**src/rtl/spi_runner_pkg.sv**
```systemverilog
// Shared definitions for the SPI running-light master.
//   state_e     : transfer FSM states
//   SYNC_STAGES : depth of the input synchronisers
//   rotl/rotr   : rotate the low w bits of a vector by one position
package spi_runner_pkg;

    localparam int unsigned SYNC_STAGES = 2;
    localparam int unsigned MAX_W       = 32;

    typedef enum logic [1:0] {
        StIdle,
        StSetup,
        StShift,
        StHold
    } state_e;

    // Bits at and above w must be zero on entry.
    // For w == MAX_W the shift wraps to zero and the mask becomes all ones.
    function automatic logic [MAX_W-1:0] rotl(input logic [MAX_W-1:0] v, input int unsigned w);
        logic [MAX_W-1:0] mask;
        mask = (MAX_W'(1) << w) - MAX_W'(1);
        return ((v << 1) | (v >> (w - 1))) & mask;
    endfunction

    function automatic logic [MAX_W-1:0] rotr(input logic [MAX_W-1:0] v, input int unsigned w);
        logic [MAX_W-1:0] mask;
        mask = (MAX_W'(1) << w) - MAX_W'(1);
        return ((v >> 1) | (v << (w - 1))) & mask;
    endfunction

endpackage

```
**src/rtl/spi_sclk_gen.sv**
```systemverilog
// SCLK timing for one SPI transfer.
//   clk_i, rst_ni  : system clock, asynchronous active-low reset
//   run_i          : transfer in progress; enables the divider
//   shift_i        : FSM is in the shift phase; enables SCLK toggling
//   tick_o         : divider reaches the end of a half-period this cycle
//   sclk_o         : SPI clock, CPOL while not shifting
//   lead_edge_o    : a leading SCLK edge happens at the next clock edge
//   trail_edge_o   : a trailing SCLK edge happens at the next clock edge
//   last_edge_o    : the pending edge is the final one of the word
module spi_sclk_gen #(
    parameter int unsigned CLK_DIV = 4,
    parameter int unsigned DATA_W  = 8,
    parameter int unsigned CPOL    = 0
) (
    input  logic clk_i,
    input  logic rst_ni,
    input  logic run_i,
    input  logic shift_i,
    output logic tick_o,
    output logic sclk_o,
    output logic lead_edge_o,
    output logic trail_edge_o,
    output logic last_edge_o
);

    localparam int unsigned DIV_W  = (CLK_DIV > 1) ? $clog2(CLK_DIV) : 1;
    localparam int unsigned EDGES  = 2 * DATA_W;
    localparam int unsigned EDGE_W = $clog2(EDGES);
    localparam logic [DIV_W-1:0]  DIV_LAST  = DIV_W'(CLK_DIV - 1);
    localparam logic [EDGE_W-1:0] EDGE_LAST = EDGE_W'(EDGES - 1);
    localparam logic              IDLE_LVL  = 1'(CPOL);

    logic [DIV_W-1:0]  div_cnt_q;
    logic [EDGE_W-1:0] edge_cnt_q;
    logic              sclk_q;
    logic              edge_now;

    assign tick_o   = run_i && (div_cnt_q == DIV_LAST);
    assign edge_now = shift_i && tick_o;

    // Even edge count -> leading edge, odd -> trailing edge.
    assign lead_edge_o  = edge_now && !edge_cnt_q[0];
    assign trail_edge_o = edge_now && edge_cnt_q[0];
    assign last_edge_o  = (edge_cnt_q == EDGE_LAST);
    assign sclk_o       = sclk_q;

    always_ff @(posedge clk_i or negedge rst_ni) begin
        if (!rst_ni) begin
            div_cnt_q <= '0;
        end else if (!run_i || tick_o) begin
            div_cnt_q <= '0;
        end else begin
            div_cnt_q <= div_cnt_q + DIV_W'(1);
        end
    end

    always_ff @(posedge clk_i or negedge rst_ni) begin
        if (!rst_ni) begin
            edge_cnt_q <= '0;
            sclk_q     <= IDLE_LVL;
        end else if (!shift_i) begin
            edge_cnt_q <= '0;
            sclk_q     <= IDLE_LVL;
        end else if (tick_o) begin
            edge_cnt_q <= edge_cnt_q + EDGE_W'(1);
            sclk_q     <= ~sclk_q;
        end
    end

endmodule

```
**src/rtl/spi_runner_master.sv**
```systemverilog
// SPI master driving a running-light pattern to a slave LED board.
//   sys_clk, rstn : system clock, asynchronous active-low reset
//   t_start, up   : active-low asynchronous buttons (send / toggle direction)
//   miso          : serial data from slave
//   cs, sclk, mosi: SPI outputs (cs active low)
//   led           : current pattern
//   rx_data       : last word received
//   busy          : high while cs is low
//   done          : one-cycle pulse when a transfer completes
module spi_runner_master
    import spi_runner_pkg::*;
#(
    parameter int unsigned LED_W       = 6,
    parameter int unsigned DATA_W      = 8,
    parameter int unsigned CLK_DIV     = 4,
    parameter int unsigned CPOL        = 0,
    parameter int unsigned CPHA        = 0,
    parameter int unsigned MSB_FIRST   = 1,
    parameter int unsigned AUTO_PERIOD = 0
) (
    input  logic              sys_clk,
    input  logic              rstn,
    input  logic              t_start,
    input  logic              up,
    input  logic              miso,
    output logic              cs,
    output logic              sclk,
    output logic              mosi,
    output logic [LED_W-1:0]  led,
    output logic [DATA_W-1:0] rx_data,
    output logic              busy,
    output logic              done
);

    if (LED_W < 1 || LED_W > DATA_W || LED_W > MAX_W || DATA_W < 2 || CLK_DIV < 1)
    begin : g_bad_params
        $error("spi_runner_master: illegal parameter combination");
    end

    localparam int unsigned AUTO_W = (AUTO_PERIOD > 1) ? $clog2(AUTO_PERIOD) : 1;
    localparam logic [AUTO_W-1:0] AUTO_LAST =
        AUTO_W'((AUTO_PERIOD > 0) ? AUTO_PERIOD - 1 : 0);

    // Input conditioning
    logic [SYNC_STAGES-1:0] start_sync_q, up_sync_q, miso_sync_q;
    logic start_prev_q, up_prev_q, start_ev_q, up_ev_q;
    logic start_s, up_s, miso_s;

    assign start_s = start_sync_q[SYNC_STAGES-1];
    assign up_s    = up_sync_q[SYNC_STAGES-1];
    assign miso_s  = miso_sync_q[SYNC_STAGES-1];

    always_ff @(posedge sys_clk or negedge rstn) begin
        if (!rstn) begin
            start_sync_q <= '1;
            up_sync_q    <= '1;
            miso_sync_q  <= '0;
            start_prev_q <= 1'b1;
            up_prev_q    <= 1'b1;
            start_ev_q   <= 1'b0;
            up_ev_q      <= 1'b0;
        end else begin
            start_sync_q <= {start_sync_q[SYNC_STAGES-2:0], t_start};
            up_sync_q    <= {up_sync_q[SYNC_STAGES-2:0], up};
            miso_sync_q  <= {miso_sync_q[SYNC_STAGES-2:0], miso};
            start_prev_q <= start_s;
            up_prev_q    <= up_s;
            // Registered falling-edge events
            start_ev_q   <= start_prev_q & ~start_s;
            up_ev_q      <= up_prev_q & ~up_s;
        end
    end

    // Auto-run timer
    logic [AUTO_W-1:0] auto_cnt_q;
    logic              auto_tick;

    assign auto_tick = (AUTO_PERIOD != 0) && (auto_cnt_q == AUTO_LAST);

    always_ff @(posedge sys_clk or negedge rstn) begin
        if (!rstn) begin
            auto_cnt_q <= '0;
        end else if (AUTO_PERIOD == 0 || auto_tick) begin
            auto_cnt_q <= '0;
        end else begin
            auto_cnt_q <= auto_cnt_q + AUTO_W'(1);
        end
    end

    // SCLK generator
    state_e state_q, state_d;
    logic   tick, lead_edge, trail_edge, last_edge;

    spi_sclk_gen #(
        .CLK_DIV (CLK_DIV),
        .DATA_W  (DATA_W),
        .CPOL    (CPOL)
    ) u_sclk_gen (
        .clk_i        (sys_clk),
        .rst_ni       (rstn),
        .run_i        (state_q != StIdle),
        .shift_i      (state_q == StShift),
        .tick_o       (tick),
        .sclk_o       (sclk),
        .lead_edge_o  (lead_edge),
        .trail_edge_o (trail_edge),
        .last_edge_o  (last_edge)
    );

    logic req, start;
    logic pend_q, pend_d;

    assign req   = start_ev_q | auto_tick;
    assign start = (state_q == StIdle) && (req || pend_q);

    // FSM: state register
    always_ff @(posedge sys_clk or negedge rstn) begin
        if (!rstn) begin
            state_q <= StIdle;
        end else begin
            state_q <= state_d;
        end
    end

    // FSM: next state
    always_comb begin
        state_d = state_q;
        unique case (state_q)
            StIdle:  if (req || pend_q)            state_d = StSetup;
            StSetup: if (tick)                     state_d = StShift;
            StShift: if (trail_edge && last_edge)  state_d = StHold;
            StHold:  if (tick)                     state_d = StIdle;
            default:                               state_d = StIdle;
        endcase
    end

    // FSM: outputs
    always_comb begin
        cs   = 1'b1;
        busy = 1'b0;
        if (state_q != StIdle) begin
            cs   = 1'b0;
            busy = 1'b1;
        end
    end

    // Datapath
    logic [LED_W-1:0]  led_q, led_d, rot_l, rot_r;
    logic              dir_q, dir_d;
    logic [DATA_W-1:0] tx_q, tx_d, tx_shift;
    logic [DATA_W-1:0] rx_sh_q, rx_sh_d, rx_data_q, rx_data_d;
    logic              mosi_q, mosi_d, done_q, done_d;
    logic              shift_edge, samp_edge;

    function automatic logic first_bit(input logic [DATA_W-1:0] v);
        return (MSB_FIRST != 0) ? v[DATA_W-1] : v[0];
    endfunction

    assign rot_l    = LED_W'(rotl(MAX_W'(led_q), LED_W));
    assign rot_r    = LED_W'(rotr(MAX_W'(led_q), LED_W));
    assign tx_shift = (MSB_FIRST != 0) ? (tx_q << 1) : (tx_q >> 1);

    // CPHA=0 presents bit 0 before the first edge, so no shift follows the final trailing edge.
    assign shift_edge = (CPHA == 0) ? (trail_edge && !last_edge) : lead_edge;
    assign samp_edge  = (CPHA == 0) ? lead_edge : trail_edge;

    always_comb begin
        led_d     = led_q;
        dir_d     = dir_q ^ up_ev_q;  // a coincident up event affects this rotation
        pend_d    = pend_q;
        tx_d      = tx_q;
        rx_sh_d   = rx_sh_q;
        rx_data_d = rx_data_q;
        mosi_d    = mosi_q;
        done_d    = 1'b0;

        if (start) begin
            pend_d          = 1'b0;
            led_d           = dir_d ? rot_r : rot_l;
            tx_d            = '0;
            tx_d[LED_W-1:0] = led_d;
            rx_sh_d         = '0;
            mosi_d          = (CPHA == 0) ? first_bit(tx_d) : 1'b0;
        end else if (req && state_q != StIdle) begin
            pend_d = 1'b1;
        end

        if (state_q == StShift) begin
            if (shift_edge) begin
                tx_d   = tx_shift;
                mosi_d = (CPHA == 0) ? first_bit(tx_shift) : first_bit(tx_q);
            end
            if (samp_edge) begin
                rx_sh_d = (MSB_FIRST != 0) ? {rx_sh_q[DATA_W-2:0], miso_s}
                                           : {miso_s, rx_sh_q[DATA_W-1:1]};
            end
        end

        if (state_q == StHold && tick) begin
            rx_data_d = rx_sh_q;
            done_d    = 1'b1;
            mosi_d    = 1'b0;
        end
    end

    always_ff @(posedge sys_clk or negedge rstn) begin
        if (!rstn) begin
            led_q     <= LED_W'(1);
            dir_q     <= 1'b0;
            pend_q    <= 1'b0;
            tx_q      <= '0;
            rx_sh_q   <= '0;
            rx_data_q <= '0;
            mosi_q    <= 1'b0;
            done_q    <= 1'b0;
        end else begin
            led_q     <= led_d;
            dir_q     <= dir_d;
            pend_q    <= pend_d;
            tx_q      <= tx_d;
            rx_sh_q   <= rx_sh_d;
            rx_data_q <= rx_data_d;
            mosi_q    <= mosi_d;
            done_q    <= done_d;
        end
    end

    assign led     = led_q;
    assign rx_data = rx_data_q;
    assign mosi    = mosi_q;
    assign done    = done_q;

endmodule

```
**config.mk**
```make
export PLATFORM = sky130hd
export DESIGN_NAME = spi_runner_master
export DESIGN_NICKNAME = d
export VERILOG_FILES = /design/src/rtl/spi_runner_pkg.sv /design/src/rtl/spi_sclk_gen.sv /design/src/rtl/spi_runner_master.sv
export SDC_FILE = /design/constraint.sdc
export NUM_CORES = 1
export LEC_CHECK = 0
export BUFFER_PORTS_ARGS = -buffer_cell sky130_fd_sc_hd__buf_4
export CELL_PAD_IN_SITES_DETAIL_PLACEMENT = 0
export CELL_PAD_IN_SITES_GLOBAL_PLACEMENT = 1
export CORE_UTILIZATION = 30
export CTS_CLUSTER_DIAMETER = 40
export DETAILED_ROUTE_END_ITERATION = 8
export GPL_ROUTABILITY_DRIVEN = 0
export HOLD_SLACK_MARGIN = 0.08
export PLACE_DENSITY_LB_ADDON = 0.1
export SYNTH_ARGS = -nofsm -noshare
export SYNTH_HDL_FRONTEND = slang
export SYNTH_SLANG_ARGS = --single-unit
```
**constraint.sdc**
```tcl
create_clock -name sys_clk -period 2.5 [get_ports sys_clk]
set_input_delay 0.5 -clock sys_clk [delete_from_list [all_inputs] [get_ports sys_clk]]
set_output_delay 0.5 -clock sys_clk [all_outputs]
set_load 0.05 [all_outputs]
```
==> out/results.tsv <==
metric	value	unit
CP bufs+invs	1	
drt pass-1 iters	4	
Worst R2R Setup Slack	280	ps
post-route ant nets	0	
CP Data Required Time	2700	ps
post-CTS sizing	0	
Synth Area in Compound Gates	8.34	%
synth unique cells	34	
FP Rows	30	
Port Buffers	23	
delay-heaviest family, CP	simple AND/OR/NAND/NOR gates	
sequential share of the synthesized area	61.9	%
largest net degree at the start of global routing	53	
cells along the critical path	inv_1, ha_1, nor2b_2, and4b_1, nand3b_1, a21oi_1	
drc violations	0	
main combinational cell family by area after synthesis	simple AND/OR/NAND/NOR gates	
EDFF count, synth	0	
unrepaired setup endpoints after global routing	false	
Finished Core Util	36.4	%
die height	86.0	um
CTS root buf	clkbuf_8	
HP Class	input pin to asynchronous set/reset pin	
Synth Net Count	183	
full die area	7390	um^2
Crit. path cell count	6	
reg2reg end	mosi$_DFF_PN0_	
WL/cell	13.0	um
dominant register cell in the synthesized netlist	dfrtp_1	
Ant. Diodes	0	
Critical Path Max Stage Delay	630	ps
VDD IR max	0.361	mV
Worst-Margin Slew	651	ps
Vias/cell	4.49	
placed instance area	2370	um^2
starting density of the core	31.1	%
skew final	6.90	ps
Leak	0.00119	uW
CP Data Arrival Time	2410	ps
HPWL Detailed	2.55	mm
via count	1325	
Mapped Cells	171	
synth-to-layout area growth	16.8	%
Critical Path Sink Type	flop	
clock slew at reported path FFs	100	ps
Worst Setup SP	state_q[0]$_DFFE_PN0P_	
die width	86.0	um
CTS tree	done	
Num CTS Buffers	5	
pwr/cell area	1110	nW/um^2
area share of xor/xnor cells in the synthesized design	2.07	%
period utilization	88.6	%
Iteration-0 DRC Markers	96	
final setup TNS	0	ps
clk_lat worst skew	310	ps
R2R depth	6	
post-synthesis mux area share	5.26	%
worst reg2reg path startpoint	state_q[0]$_DFFE_PN0P_	
number of global-route vias before repair	1372	
Num Clock Sinks	52	
Cell Area, Synth	2120	um^2
Hold-fix buffers, CTS	0	
Slew Viols, Final	0	
most frequent cells in the layout	dfrtp_1, buf_4, nand2_1, nor2_1, mux2_2	
CP max stage cell	and4b_1	
slew margin rel.	56.6	%
post-route cell area	2470	um^2
Yosys warnings	0	
crit start category	flop	
Total GRT Usage	11.6	%
#FFs+latches synth	52	
Fmax achieved	451	MHz
fraction of registers with async set/reset	100	%
most common cell after layout, fill and taps aside	dfrtp_1	
Post-CTS Setup Bufs	0	
final setup fails	0	
core footprint	6790	um^2
share of cells above drive strength 1	27.6	%
simple-gate share of the synthesized area	14.7	%
final hold vios	0	
GR Overflow Total	0	
Max Fanout on Critical Path	15	
Boundary Pins	24	
initial antenna violation count	0	
Fillers	674	
outcome	complete, no violations	
H-tree levels	2	
WS Path Type	flop to flop	
Bufs on Longest Clock Path	2	
max cap viols	0	
Worst Setup EP	mosi$_DFF_PN0_	
Routed WL	3.83	mm
adder-cell share of the synthesized area	4.14	%
Min Clock Period, post-route	2220	ps
first-pass GRT wire length	6.65	mm
Layout Nets	210	
Mapped Avg Cell Area	12.4	um^2
==> power by group <==
group / internal [uW] / switching, uW / leakage [uW]
combinational: 384 / 697 / 0.000496
clock: 206 / 300 / 0.0000463
sequential: 1040 / 130 / 0.000650
==> area by class of cell <==
class,instances,area (um^2),share of cell area [%]
clock buffer,5,68.8,2.78
clock inverter,3,27.5,1.11
inverter,5,18.8,0.759
multi-input combinational,108,731,29.6
sequential,52,1310,53.0
tap,96,120,4.86
timing repair buffer,26,195,7.90
==> cell usage after synthesis, types with 2 or more instances <==
cell type / number / area [um^2]
xnor2_1: 3 / 26.3
o31ai_1: 3 / 22.5
o21ai_0: 2 / 10.0
a31oi_1: 2 / 12.5
nor2_1: 19 / 71.3
nor2b_1: 3 / 18.8
inv_1: 5 / 18.8
and2_1: 4 / 25.0
dfstp_2: 7 / 184
o31ai_2: 2 / 25.0
ha_1: 7 / 87.6
mux2_2: 9 / 101
and3_1: 6 / 37.5
a21oi_1: 2 / 10.0
buf_6: 3 / 33.8
buf_4: 3 / 22.5
dfrtp_1: 45 / 1130
xor2_1: 2 / 17.5
nand2_1: 22 / 82.6
a22o_1: 8 / 70.1
==> worst min-delay path by stage <==
stage	from	endpoint	slack (ps)
floorplan	rstn	dir_q$_DFF_PN0_	200
global placement	miso_sync_q[0]$_DFF_PN0_	miso_sync_q[1]$_DFF_PN0_	340
detailed placement	up_sync_q[0]$_DFF_PN1_	up_sync_q[1]$_DFF_PN1_	350
CTS	rstn	rx_data[6]$_DFFE_PN0N_	240
global route	rstn	state_q[1]$_DFFE_PN0P_	260
finish	rstn	done$_DFF_PN0_	210
==> registers in the layout, summed over array words and instances (netlist names), 2 cells and up <==
signal,count
rx_data,8
rx_sh_q,8
tx_q,7
led,6
u_sclk_gen.edge_cnt_q,4
miso_sync_q,2
start_sync_q,2
state_q,2
u_sclk_gen.div_cnt_q,2
up_sync_q,2
==> kinds of logic (layout without fill, tap and decap cells) <==
logic type | count (synthesis) | count (layout)
muxes | 10 | 10
xor gates and xnor gates | 5 | 5
AOI/OAI and AO/OA | 22 | 22
adders and majority gates | 7 | 7
buffers and inverters | 11 | 39
and+or+nand+nor | 64 | 64
DFF | 52 | 52
==> worst reg2reg max path, delay by kind of cell (launching register included) <==
family / cells / cell delay (ps)
DFF: 1 / 410
AOI/OAI and AO/OA: 1 / 70
buffers and inverters: 1 / 100
adders and majority gates: 1 / 310
and+or+nand+nor: 3 / 1210
==> through the flow <==
stage               power [uW]  setup slack (ps)  instances  hold WS [ps]
finish                    2750               284        295           212
global placement          2250               444        287           337
detailed placement        2270               324        287           348
CTS                       2790               270        295           244
global route              2950              81.8        295           261
floorplan                 1980               136        171           204
==> per-layer routing <==
metal	part of all wire (%)	global-route usage [%]
met5	0	0
met4	1.5	4.55
met3	3.2	2.98
met2	47	18.8
met1	48	14.9
Note: power is estimated with default switching activity, not from simulation.
